## src/rtl/bg_tile_fetcher_if.sv

```systemverilog
// Bundle of scanline, VRAM and pixel-shifter signals for the background tile fetcher.
// Latency: none, this is wiring only. Window members exist only when BGFETCH_WINDOW_EN is defined.
// Backpressure: shifter_empty from the shifter side holds the fetcher in WAIT.
interface bg_tile_fetcher_if;
    logic        line_start;
    logic [7:0]  scx;
    logic [7:0]  scy;
    logic [7:0]  ly;
    logic        map_sel;
    logic        tile_sel;
    logic [7:0]  md;
    logic [12:0] ma;
    logic        vram_rd;
    logic        shifter_empty;
    logic        load;
    logic [7:0]  tile_lo;
    logic [7:0]  tile_hi;
`ifdef BGFETCH_WINDOW_EN
    logic        win_start;
    logic [7:0]  win_line;
    logic        win_map_sel;

    // Fetcher side: issues VRAM reads and loads the shifter.
    modport master (
        input  line_start, scx, scy, ly, map_sel, tile_sel, md, shifter_empty,
        input  win_start, win_line, win_map_sel,
        output ma, vram_rd, load, tile_lo, tile_hi
    );

    // Environment side: timing generator, VRAM and pixel shifter.
    modport slave (
        output line_start, scx, scy, ly, map_sel, tile_sel, md, shifter_empty,
        output win_start, win_line, win_map_sel,
        input  ma, vram_rd, load, tile_lo, tile_hi
    );
`else
    // Fetcher side: issues VRAM reads and loads the shifter.
    modport master (
        input  line_start, scx, scy, ly, map_sel, tile_sel, md, shifter_empty,
        output ma, vram_rd, load, tile_lo, tile_hi
    );

    // Environment side: timing generator, VRAM and pixel shifter.
    modport slave (
        output line_start, scx, scy, ly, map_sel, tile_sel, md, shifter_empty,
        input  ma, vram_rd, load, tile_lo, tile_hi
    );
`endif
endinterface

```

## src/rtl/bg_tile_fetcher.sv

```systemverilog
// Background tile fetcher: map byte, then plane-0 and plane-1 bytes, then a parallel load into the pixel shifter.
// Latency: 6 fetch cycles plus 1 WAIT cycle per tile. ma/vram_rd are registered, load is asserted in the WAIT cycle itself.
// Backpressure: holds in WAIT while shifter_empty=0. Optional window restart is under BGFETCH_WINDOW_EN.
module bg_tile_fetcher (
    input  logic            clk,
    input  logic            reset,
    bg_tile_fetcher_if.master bus
);
    typedef enum logic [2:0] {IDLE, MAP_A, MAP_D, LO_A, LO_D, HI_A, HI_D, WAIT} state_t;

    state_t      state;
    logic [4:0]  xcnt;
    logic [4:0]  col0;
    logic [7:0]  yline;
    logic [7:0]  tile_num;
    logic [7:0]  lo;
    logic [7:0]  hi;
    logic [7:0]  tile_lo_q;
    logic [7:0]  tile_hi_q;
    logic [12:0] ma_q;
    logic        rd_q;

    logic [7:0]  line_y;
    logic [4:0]  next_col;
    logic        map_bit;
    logic        restart_win;
    logic        load_now;

    // Fine scroll X selects a pixel inside the first tile and is consumed downstream, not here.
    logic unused_scx_fine;
    assign unused_scx_fine = &{1'b0, bus.scx[2:0]};

    function automatic logic [12:0] map_addr(input logic mb, input logic [7:0] yl, input logic [4:0] col);
        return {2'b11, mb, yl[7:3], col};
    endfunction

    // Unsigned mode indexes from 0x0000; signed mode flips bit 12 so tiles 0x80..0xFF land below 0x1000.
    function automatic logic [12:0] tile_addr(input logic sel, input logic [7:0] tn,
                                              input logic [2:0] row, input logic plane);
        return {(sel ? 1'b0 : ~tn[7]), tn, row, plane};
    endfunction

    assign line_y   = bus.ly + bus.scy;
    assign next_col = col0 + xcnt + 5'd1;

`ifdef BGFETCH_WINDOW_EN
    logic win_mode;
    logic win_map_q;
    assign restart_win = bus.win_start && (state != IDLE);
    assign map_bit     = win_mode ? win_map_q : bus.map_sel;
`else
    assign restart_win = 1'b0;
    assign map_bit     = bus.map_sel;
`endif

    // Load fires in the WAIT cycle itself; a restart or reset in the same cycle suppresses it.
    assign load_now = (state == WAIT) && bus.shifter_empty && !bus.line_start && !restart_win && !reset;

    assign bus.ma      = ma_q;
    assign bus.vram_rd = rd_q;
    assign bus.load    = load_now;
    // The fresh bytes appear together with load and stay put until the next load.
    assign bus.tile_lo = load_now ? lo : tile_lo_q;
    assign bus.tile_hi = load_now ? hi : tile_hi_q;

    // Fetch sequencer: state, captured VRAM bytes and the registered address/strobe for the next cycle.
    always_ff @(posedge clk) begin
        if (reset) begin
            state     <= IDLE;
            xcnt      <= '0;
            col0      <= '0;
            yline     <= '0;
            tile_num  <= '0;
            lo        <= '0;
            hi        <= '0;
            tile_lo_q <= '0;
            tile_hi_q <= '0;
            ma_q      <= '0;
            rd_q      <= 1'b0;
`ifdef BGFETCH_WINDOW_EN
            win_mode  <= 1'b0;
            win_map_q <= 1'b0;
`endif
        end else if (bus.line_start) begin
            state <= MAP_A;
            xcnt  <= '0;
            yline <= line_y;
            col0  <= bus.scx[7:3];
            ma_q  <= map_addr(bus.map_sel, line_y, bus.scx[7:3]);
            rd_q  <= 1'b1;
`ifdef BGFETCH_WINDOW_EN
            win_mode <= 1'b0;
`endif
        end
`ifdef BGFETCH_WINDOW_EN
        else if (restart_win) begin
            state     <= MAP_A;
            xcnt      <= '0;
            col0      <= '0;
            yline     <= bus.win_line;
            win_mode  <= 1'b1;
            win_map_q <= bus.win_map_sel;
            ma_q      <= map_addr(bus.win_map_sel, bus.win_line, 5'd0);
            rd_q      <= 1'b1;
        end
`endif
        else begin
            case (state)
                IDLE: begin
                    rd_q <= 1'b0;
                end
                MAP_A: begin
                    state <= MAP_D;
                    rd_q  <= 1'b0;
                end
                MAP_D: begin
                    tile_num <= bus.md;
                    state    <= LO_A;
                    ma_q     <= tile_addr(bus.tile_sel, bus.md, yline[2:0], 1'b0);
                    rd_q     <= 1'b1;
                end
                LO_A: begin
                    state <= LO_D;
                    rd_q  <= 1'b0;
                end
                LO_D: begin
                    lo    <= bus.md;
                    state <= HI_A;
                    ma_q  <= tile_addr(bus.tile_sel, tile_num, yline[2:0], 1'b1);
                    rd_q  <= 1'b1;
                end
                HI_A: begin
                    state <= HI_D;
                    rd_q  <= 1'b0;
                end
                HI_D: begin
                    hi    <= bus.md;
                    state <= WAIT;
                end
                WAIT: begin
                    rd_q <= 1'b0;
                    if (bus.shifter_empty) begin
                        tile_lo_q <= lo;
                        tile_hi_q <= hi;
                        xcnt      <= xcnt + 5'd1;
                        state     <= MAP_A;
                        ma_q      <= map_addr(map_bit, yline, next_col);
                        rd_q      <= 1'b1;
                    end
                end
                default: begin
                    state <= IDLE;
                    rd_q  <= 1'b0;
                end
            endcase
        end
    end
endmodule

```

## src/flat_wrapper.sv

```systemverilog
// flat-port wrapper written by rule: the top's interface ports become plain ports
module bg_tile_fetcher_flat 
  (clk, reset, bus_line_start, bus_scx, bus_scy, bus_ly, bus_map_sel, bus_tile_sel, bus_md, bus_shifter_empty, bus_ma, bus_vram_rd, bus_load, bus_tile_lo, bus_tile_hi);
  bg_tile_fetcher_if bus_i ();
  input  logic clk;
  input  logic reset;
  input wire logic [$bits(bus_i.line_start)-1:0] bus_line_start;
  input wire logic [$bits(bus_i.scx)-1:0] bus_scx;
  input wire logic [$bits(bus_i.scy)-1:0] bus_scy;
  input wire logic [$bits(bus_i.ly)-1:0] bus_ly;
  input wire logic [$bits(bus_i.map_sel)-1:0] bus_map_sel;
  input wire logic [$bits(bus_i.tile_sel)-1:0] bus_tile_sel;
  input wire logic [$bits(bus_i.md)-1:0] bus_md;
  input wire logic [$bits(bus_i.shifter_empty)-1:0] bus_shifter_empty;
  output wire logic [$bits(bus_i.ma)-1:0] bus_ma;
  output wire logic [$bits(bus_i.vram_rd)-1:0] bus_vram_rd;
  output wire logic [$bits(bus_i.load)-1:0] bus_load;
  output wire logic [$bits(bus_i.tile_lo)-1:0] bus_tile_lo;
  output wire logic [$bits(bus_i.tile_hi)-1:0] bus_tile_hi;
  assign bus_i.line_start = bus_line_start;
  assign bus_i.scx = bus_scx;
  assign bus_i.scy = bus_scy;
  assign bus_i.ly = bus_ly;
  assign bus_i.map_sel = bus_map_sel;
  assign bus_i.tile_sel = bus_tile_sel;
  assign bus_i.md = bus_md;
  assign bus_i.shifter_empty = bus_shifter_empty;
  assign bus_ma = bus_i.ma;
  assign bus_vram_rd = bus_i.vram_rd;
  assign bus_load = bus_i.load;
  assign bus_tile_lo = bus_i.tile_lo;
  assign bus_tile_hi = bus_i.tile_hi;
  bg_tile_fetcher u_core (.clk(clk), .reset(reset), .bus(bus_i));
endmodule
```

## config.mk

```make
export PLATFORM = sky130hd
export DESIGN_NAME = bg_tile_fetcher_flat
export DESIGN_NICKNAME = d
export VERILOG_FILES = /design/src/rtl/bg_tile_fetcher_if.sv /design/src/rtl/bg_tile_fetcher.sv /design/src/flat_wrapper.sv
export SDC_FILE = /design/constraint.sdc
export NUM_CORES = 1
export LEC_CHECK = 0
export ABC_AREA = 0
export ABC_CLOCK_PERIOD_IN_PS = 2000
export CORE_MARGIN = 4
export CORE_UTILIZATION = 40
export CTS_BUF_LIST = sky130_fd_sc_hd__clkbuf_4
export DETAILED_ROUTE_END_ITERATION = 8
export DONT_BUFFER_PORTS = 1
export PLACE_DENSITY_LB_ADDON = 0.1
export SLEW_MARGIN = 5
export SYNTH_ARGS = -nofsm -noshare
export SYNTH_HDL_FRONTEND = slang
export SYNTH_SLANG_ARGS = --single-unit
export TNS_END_PERCENT = 100
```

## constraint.sdc

```tcl
create_clock -name clk -period 2 [get_ports clk]
set_clock_uncertainty 0.15 [all_clocks]
set_input_delay 0.3 -clock clk [delete_from_list [all_inputs] [get_ports clk]]
set_output_delay 0.3 -clock clk [all_outputs]
set_load 0.01 [all_outputs]
```

==> Word level (Yosys, flattened, before mapping) <==
Index checks and enable logic that the tools add are counted.
{ "totals": {"register_bits": 75, "input_bits": 38} }
{ "op_classes": {"add_sub_neg": 4, "n_eq_ne": 9, "mux": 13, "n_bitwise": 3, "n_reduce_logical": 21} }
{ "op_table": {"columns": ["cell", "n"], "rows": [
  ["one-hot mux 13 bit (3 select lines)", 1],
  ["two-way mux 13 bit", 2],
  ["one-hot mux 3 bit (7 select lines)", 1],
  ["two-way mux 8 bit", 2],
  ["AND reduction 2 bit", 7],
  ["equality test 3 bit (second input constant)", 4],
  ["adder 5 x 1 -> 5 bit (second input constant)", 2],
  ["adder 8 bit", 1],
  ["nonzero test 4 bit", 2],
  ["nonzero test 8 bit", 1],
  ["nonzero test 7 bit", 1],
  ["equality test 3 x 2 -> 1 bit (second input constant)", 2],
  ["adder 5 bit", 1],
  ["two-way mux 1 bit", 5],
  ["OR reduction 2 bit", 2],
  ["OR reduction 4 bit", 1],
  ["equality test 3 x 1 -> 1 bit (second input constant)", 1],
  ["logical AND 1 bit", 3],
  ["zero test 3 bit", 1],
  ["two-way mux 3 bit", 1],
  ["inequality test 3 bit (second input constant)", 1],
  ["NOT 1 bit", 3],
  ["one-hot mux 1 bit (3 select lines)", 1],
  ["AND reduction 3 bit", 1],
  ["2 further kinds", 3]
]} }

==> Longest topological paths before layout <==
Gate-level depths: netlist of the first run.
{ "depth": {"depth_word": 5, "ltp_mapped": 8, "depth_no_buf": 8} }

==> Worst setup path after synthesis of the first run <==
Ideal clock, no wire load.
{ "synth_timing": {"path_kind": "register -> register", "start": "register u_core.xcnt[0]", "end": "register u_core.ma_q[4] (netlist: u_core.bus.ma[4])", "setup_ps": 112, "t_arrival_ps": 1766, "t_required_ps": 1738, "slack_ps": -28, "path_stages_with_launch": 9, "path_buffers": 0, "cell_sequence": "dfxtp_1 > inv_1 > ha_1 > fa_1 > nand2b_1 > a21oi_1 > xnor2_1 > a221oi_1 > a2111oi_1"} }
{ "synth_via": {"elab_chain_len": 5} }
{ "synth_rtl": {"columns": ["element", "line", "text"], "rows": [
  ["from (decl)", "bg_tile_fetcher.sv:12", "logic [4:0] xcnt;"],
  ["from (signal assigned)", "bg_tile_fetcher.sv:145", "xcnt <= xcnt + 5'd1;"],
  ["adder 5 bit", "bg_tile_fetcher.sv:44", "assign next_col = col0 + xcnt + 5'd1;"],
  ["adder 5 x 1 -> 5 bit", "bg_tile_fetcher.sv:44", null],
  ["two-way mux 13 bit", "bg_tile_fetcher.sv:142", "if (bus.shifter_empty) begin"],
  ["one-hot mux 13 bit (3 select lines)", "bg_tile_fetcher.sv:108", "case (state)"],
  ["two-way mux 13 bit", "bg_tile_fetcher.sv:84", "end else if (bus.line_start) begin"],
  ["to (signal assigned)", "bg_tile_fetcher.sv:89", "ma_q <= map_addr(bus.map_sel, line_y, bus.scx[7:3]);"],
  ["to (signal assigned)", "bg_tile_fetcher.sv:119", "ma_q <= tile_addr(bus.tile_sel, bus.md, yline[2:0], 1'b0);"],
  ["to (signal assigned)", "bg_tile_fetcher.sv:147", "ma_q <= map_addr(map_bit, yline, next_col);"],
  ["to (decl)", "bg_tile_fetcher.sv:20", "logic [12:0] ma_q;"]
]} }
No other way between the ends. The select of a mux whose other input is x is not followed.
A chain may end at the register's enable or synchronous reset.

==> Worst setup path after layout of the first run <==
{ "layout_timing": {"start": "register u_core.state[1]", "end": "output bus_tile_hi[3]"} }
{ "layout_via": {"elab_chain_len": 5} }
{ "layout_rtl": {"columns": ["element", "line", "text"], "rows": [
  ["from (decl)", "bg_tile_fetcher.sv:11", "state_t state;"],
  ["from (signal assigned)", "bg_tile_fetcher.sv:69", "state <= IDLE;"],
  ["from (signal assigned)", "bg_tile_fetcher.sv:85", "state <= MAP_A;"],
  ["from (signal assigned)", "bg_tile_fetcher.sv:113", "state <= MAP_D;"],
  ["equality test 3 bit", "bg_tile_fetcher.sv:57", "assign load_now = (state == WAIT) && bus.shifter_empty && !bus.line_start && !restart_win && !reset;"],
  ["logical AND 1 bit (3 in a row)", "bg_tile_fetcher.sv:57", null],
  ["two-way mux 8 bit", "bg_tile_fetcher.sv:64", "assign bus.tile_hi = load_now ? hi : tile_hi_q;"],
  ["to (decl)", "flat_wrapper.sv:19", "output wire logic [$bits(bus_i.tile_hi)-1:0] bus_tile_hi;"]
]} }
No other way between the ends.

==> summary.txt, run 1 <==
Outcome
  • Status: finished, violations left
  • Failing checks: negative setup slack

Placement
  • Hpwl dp: 6660 um
  • Placed cell area: 0.00397 mm^2
  • Placed cells: 538
  • Gpl congestion: 0.774
  • Port-buffer cells: 0
  • Worst slack at placement: -66.9 ps

Global routing
  • M2 GR Usage: 32.0%
  • Number of global-route vias before repair: 3226
  • Layer with the highest usage: met2
  • Global Route Usage Sum: 19.1%
  • Global-route wire length before repair: 16700 um
  • Met3 Usage GRT: 5.68%
  • Maximum number of pins on one net before global-route repair: 49
  • Grt ovf: 0
  • Met1 usage: 24.1%
  • Initial antenna violation count: 0

STA
  • RSZ-0062 raised after global routing: true
  • Final setup viols: 16
  • Setup TNS: -1200 ps
  • Min cycle time layout: 2090 ps
  • Final Hold Viols: 0
  • Worst setup margin: -87.7 ps
  • Hold_ws: 24.0 ps
  • Least-Margin Pin Slew: 903 ps
  • Max Fclk: 479 MHz
  • Slew Limit Headroom: 39.8%
  • Period utilization: 104%
  • Slew Limit Fails: 0

Route
  • Vias per cell: 5.44
  • DRC viols: 0
  • First-pass DRT Iterations: 4
  • Routed Antenna Nets: 0
  • DRT iter0 DRCs: 155
  • Routed via count: 3215
  • Drt wl/cell: 17.3 um
  • Final Routed Wirelength: 10200 um

Yosys
  • Top_reg_cell synth: dfxtp_1
  • Synth warn: 0
  • Seq/Total Area, Yosys: 40.1%
  • Post-Syn Nets: 478
  • Post-Synthesis Cells: 426
  • Post-synthesis register bit count: 75
  • Fraction of registers with async set/reset: 0%
  • Mean post-synth cell area: 8.80 um^2
  • Mapped Area: 0.00375 mm^2
  • Distinct cell type count after synthesis: 58
  • Number of synthesized flops with an enable pin: 0

Setup path
  • Crit end category: primary output
  • Crit path largest cell delay: 380 ps
  • Crit path buffers/inverters: 2
  • Arr. time, crit path: 1640 ps
  • Crit path launch: u_core.state[1]$_SDFFE_PP0P_
  • Top delay family on crit path: flip-flops
  • WP depth: 5
  • Reg2reg start: u_core.xcnt[0]$_SDFFE_PP0N_
  • Startpoint types: flip-flop
  • Worst EP required: 1550 ps
  • Cell Chain, Critical Path: nand4_4 -> nor2_4 -> buf_6 -> buf_12 -> mux2_4
  • Slowest-stage cell, CP: dfxtp_4
  • Setup CP Type: reg -> out
  • R2R depth: 8
  • CP Max Fanout: 5

Pwr
  • Final Power: 2.87 mW
  • VDD IR max: 0.370 mV
  • Pwr per Cell Area: 622 mW/mm^2
  • Leakage: 1.75 nW

Floorplan
  • Die X: 105 um
  • FP Rows: 35
  • Top Ports: 69
  • Initial Utilization: 40.7%
  • Full die area: 0.0110 mm^2
  • Die Y: 105 um
  • CORE AREA: 0.00920 mm^2

Final layout
  • Post-route design area: 0.00462 mm^2
  • # nets final: 527
  • Layout cell share with drive strength beyond 1: 21.0%
  • Multi-input combinational cell area: 0.00216 mm^2
  • Area growth, synth to finish: 23.2%
  • Inserted Diodes: 0
  • Fillers: 930
  • Sequential cell area: 0.00152 mm^2
  • Finished Core Util: 50.2%
  • Non-filler cells, final: 591

Clock tree
  • CTS tree: built
  • Worst skew pair latency: 440 ps
  • # H-tree levels: 3
  • TritonCTS buffer count: 9
  • Clock Sinks: 75
  • Clk root buf: clkbuf_4
  • Clock Path Buffers: 2
  • Clock Pin Slew Worst Setup and Hold Paths: 120 ps

Min path
  • Min-Delay Path Class: in -> reg
  • Hold path start: bus_ly[7]
  • Hold Path Depth: 3

Run
  • Max_cap viols: 0
[power breakdown]
group / internal (mW) / switching [mW]
Clock: 0.273 / 0.621
Combinational: 0.184 / 0.202
Sequential: 1.54 / 0.0481
[state kept, by name (all words and copies together) (netlist names)]
register	flops
u_core.bus.ma	13
u_core.bus.vram_rd	1
u_core.col0	5
u_core.hi	8
u_core.lo	8
u_core.state	3
u_core.tile_hi_q	8
u_core.tile_lo_q	8
u_core.tile_num	8
u_core.xcnt	5
u_core.yline	8
[kinds of logic (layout without fill, tap and decap cells)]
logic type,after synthesis,after routing,share of synthesized area (%)
AO/OA/AOI/OAI,123,123,22.1
buffers and inverters,34,88,4.87
multiplexers,21,21,6.14
AND/OR/NAND/NOR,143,143,17.8
XOR/XNOR,15,15,3.71
adder cells (fa/ha/maj),15,15,5.34
flip-flops,75,75,40.1
[worst min-delay path, stage by stage]
cell     delay [ps]
xnor2_1          70
a21oi_1         120
o21ai_0          80
[routing by layer]
metal,routed length (um),vias to the layer above,part of all wire (%)
li1,-,1619,-
met1,4690,1521,46
met2,4950,67,48
met3,508,8,5.0
met4,96,0,0.94
met5,0,-,0
[synth_stat cells, types with 4 or more instances]
library cell | number | share of area [%]
nand2b_1 | 5 | 0.83
o21ai_0 | 15 | 2.0
nor3_1 | 9 | 1.2
a22o_1 | 18 | 4.2
mux2_2 | 13 | 3.9
dfxtp_1 | 75 | 40
nor2_1 | 33 | 3.3
xnor2_1 | 7 | 1.6
o22ai_1 | 8 | 1.3
xor2_1 | 7 | 1.6
mux2i_1 | 5 | 1.3
inv_1 | 8 | 0.80
a21oi_1 | 52 | 6.9
buf_4 | 4 | 0.80
or3_1 | 4 | 0.67
a311oi_1 | 4 | 0.93
clkbuf_1 | 7 | 0.70
nand2_1 | 66 | 6.6
buf_6 | 4 | 1.2
nand3_1 | 4 | 0.53
a211oi_1 | 5 | 1.0
ha_1 | 12 | 4.0
buf_2 | 8 | 1.1
[repair_timing]
action,CTS,global route
resized for setup,38,6
hold buffers,25,0
endpoints found under the setup margin,34,28
endpoints found under the hold margin,52,0
pin swaps,7,4
cloned,3,0
setup buffers,10,1
[final timing paths]
kind / endpoint / slack (ps)
min: u_core.yline[7]$_SDFFE_PP0P_ / 20
max: bus_tile_hi[3] / -90
max reg2reg: u_core.bus.ma[4]$_SDFFE_PP0P_ / 90
min reg2reg: u_core.tile_num[4]$_SDFFE_PP0P_ / 320
[final cells by class]
type / count / share of cell area [%]
tap: 111 / 3.01
clock inverter: 7 / 1.30
timing repair buffer: 64 / 13.9
sequential: 75 / 32.8
inverter: 8 / 0.650
clock buffer: 9 / 1.46
multi-input combinational: 317 / 46.9
[layout by cell type (no fill, tap or decap), types with 3 or more instances in the layout]
cell / n
a2111oi_2: 3
a211oi_1: 5
a21oi_1: 51
a22o_1: 18
a311oi_1: 4
and2_1: 3
buf_12: 4
buf_4: 33
clkbuf_4: 9
clkinvlp_4: 3
dfxtp_1: 70
dfxtp_4: 3
dlygate4sd3_1: 23
ha_1: 11
inv_1: 6
mux2_4: 16
mux2i_1: 5
nand2_1: 66
nand2b_1: 4
nand3_1: 4
nand4_1: 3
nor2_1: 30
nor2_2: 3
nor3_1: 9
o21ai_0: 15
o22ai_1: 8
or3_1: 4
xnor2_1: 7
xor2_1: 7
No activity file was read; power rests on OpenSTA's default activity.
==> run 2, diff against run 1 <==
--- a/config.mk
+++ b/config.mk
@@ -7,6 +7,8 @@
 export LEC_CHECK = 0
 export ABC_AREA = 0
 export ABC_CLOCK_PERIOD_IN_PS = 2000
+export CAP_MARGIN = 20
+export CORE_ASPECT_RATIO = 0.7
 export CORE_MARGIN = 4
 export CORE_UTILIZATION = 40
 export CTS_BUF_LIST = sky130_fd_sc_hd__clkbuf_4
==> run 2 against run 1 <==
Largest power group unchanged. Critical path type unchanged. Critical endpoint is now bus_tile_lo[4]. The run still ends with negative setup slack left. Sequential cell count unchanged. Register-to-register slack better by 30 ps. Wire length down 0.23%. Largest cell class unchanged. Critical path depth is 1 lower.
==> summary.txt, run 2 (synthesis results as in run 1) <==
Final layout
  • # nets final: 517
  • Most frequent cells in the layout: dfxtp_1 (70), nand2_1 (66), a21oi_1 (51), nor2_1 (33), buf_4 (31)
  • Layout cell share with drive strength beyond 1: 18.9%
  • Non-filler cells, final: 594
  • Post-route design area: 0.00442 mm^2
  • Commonest non-fill, non-tap cell in the layout: dfxtp_1
  • Max FFs per register: 13
  • Area growth, synth to finish: 18.0%
  • Inserted Diodes: 0
  • Finished Core Util: 48.6%

Setup path
  • Arr. time, crit path: 1680 ps
  • Crit path largest cell delay: 400 ps
  • Crit end category: primary output
  • Startpoint types: flip-flop
  • Reg2reg start: u_core.col0[0]$_SDFFE_PP0P_
  • Top delay family on crit path: flip-flops
  • Worst EP required: 1550 ps
  • Crit path launch: u_core.state[2]$_SDFFE_PP0P_
  • Slowest-stage cell, CP: dfxtp_4
  • Setup CP Type: reg -> out
  • Cell Chain, Critical Path: nand4_4 -> nor2_4 -> buf_12 -> mux2_2
  • Crit path buffers/inverters: 1
  • CP Max Fanout: 17

STA
  • Hold_ws: 13.5 ps
  • Slew Limit Fails: 0
  • Final Hold Viols: 0
  • Setup TNS: -1820 ps
  • RSZ-0062 raised after global routing: true
  • Worst setup margin: -128 ps
  • Min cycle time layout: 2130 ps
  • Least-Margin Pin Slew: 916 ps
  • Period utilization: 106%
  • Final setup viols: 16
  • Max Fclk: 470 MHz
  • Slew Limit Headroom: 39.0%

Outcome
  • Failing checks: negative setup slack
  • Status: finished, violations left

Placement
  • Gpl congestion: 0.761
  • Worst slack at placement: -39.2 ps
  • Placed cells: 552
  • Placed cell area: 0.00398 mm^2
  • Hpwl dp: 6880 um
  • Port-buffer cells: 0

Global routing
  • Grt ovf: 0
  • Global-route wire length before repair: 16400 um
  • Number of global-route vias before repair: 3027
  • Maximum number of pins on one net before global-route repair: 48
  • Initial antenna violation count: 0
  • Global Route Usage Sum: 19.5%

Pwr
  • VDD IR max: 0.318 mV
  • Leakage: 1.69 nW
  • Final Power: 2.77 mW
  • Pwr per Cell Area: 627 mW/mm^2

Run
  • Max_cap viols: 0

Clock tree
  • TritonCTS buffer count: 9
  • Clk root buf: clkbuf_4
  • CTS tree: built
  • # H-tree levels: 3
  • Clock Pin Slew Worst Setup and Hold Paths: 130 ps
  • Worst skew pair latency: 450 ps
  • Clock Sinks: 75
  • Clock Path Buffers: 2

Floorplan
  • FP Rows: 29
  • Die Y: 89.0 um
  • Initial Utilization: 41.1%
  • Full die area: 0.0110 mm^2
  • Die X: 124 um
  • CORE AREA: 0.00911 mm^2
  • Top Ports: 69

Route
  • Routed via count: 3159
  • Vias per cell: 5.32
  • DRC viols: 0
  • DRT iter0 DRCs: 207
  • Drt wl/cell: 17.2 um
  • First-pass DRT Iterations: 4
  • Routed Antenna Nets: 0
  • Final Routed Wirelength: 10200 um

Min path
  • Min-Delay Path Class: in -> reg
  • Hold path start: bus_line_start
-- run 2: what timing repair did --
item | in CTS | in global routing
pin swaps | 2 | 2
resized for setup | 19 | 2
cloned | 1 | 0
hold buffers | 20 | 1
buffers inserted | 2 | 1
hold endpoints to repair | 51 | 3
endpoints found under the setup margin | 18 | 26
-- run 2: power by group --
part           total (mW)  internal [mW]  switching (mW)
sequential           1.59           1.54          0.0496
combinational       0.367          0.169           0.199
clock               0.813          0.286           0.527
total                2.77           2.00           0.775
-- run 2: per-layer routing --
metal  track usage (%)  vias up  wire length (um)  part of all wire [%]
met2              27.3       53              4320                    42
met4              6.63        0               124                   1.2
met1              28.4     1482              5250                    51
met3              5.88        9               532                   5.2
li1                  -     1615                 -                     -
met5                 0        -                 0                     0
-- run 2: area by class of cell --
cell class / count / area (um^2)
Fill cell: 889 / 4690
Multi-Input combinational cell: 317 / 2110
Sequential cell: 75 / 1520
Timing Repair Buffer: 54 / 508
Tap cell: 124 / 155
Clock buffer: 12 / 90.1
Inverter: 8 / 30.0
Clock inverter: 4 / 17.5
-- run 2: path summary, 6_finish.rpt --
kind | to | cells past startpoint | slack [ps]
setup / recovery | bus_tile_lo[4] | 4 | -130
hold / removal | u_core.bus.ma[4]$_SDFFE_PP0P_ | 2 | 10
setup reg to reg | u_core.bus.ma[4]$_SDFFE_PP0P_ | 8 | 120
hold reg to reg | u_core.tile_num[4]$_SDFFE_PP0P_ | 2 | 310
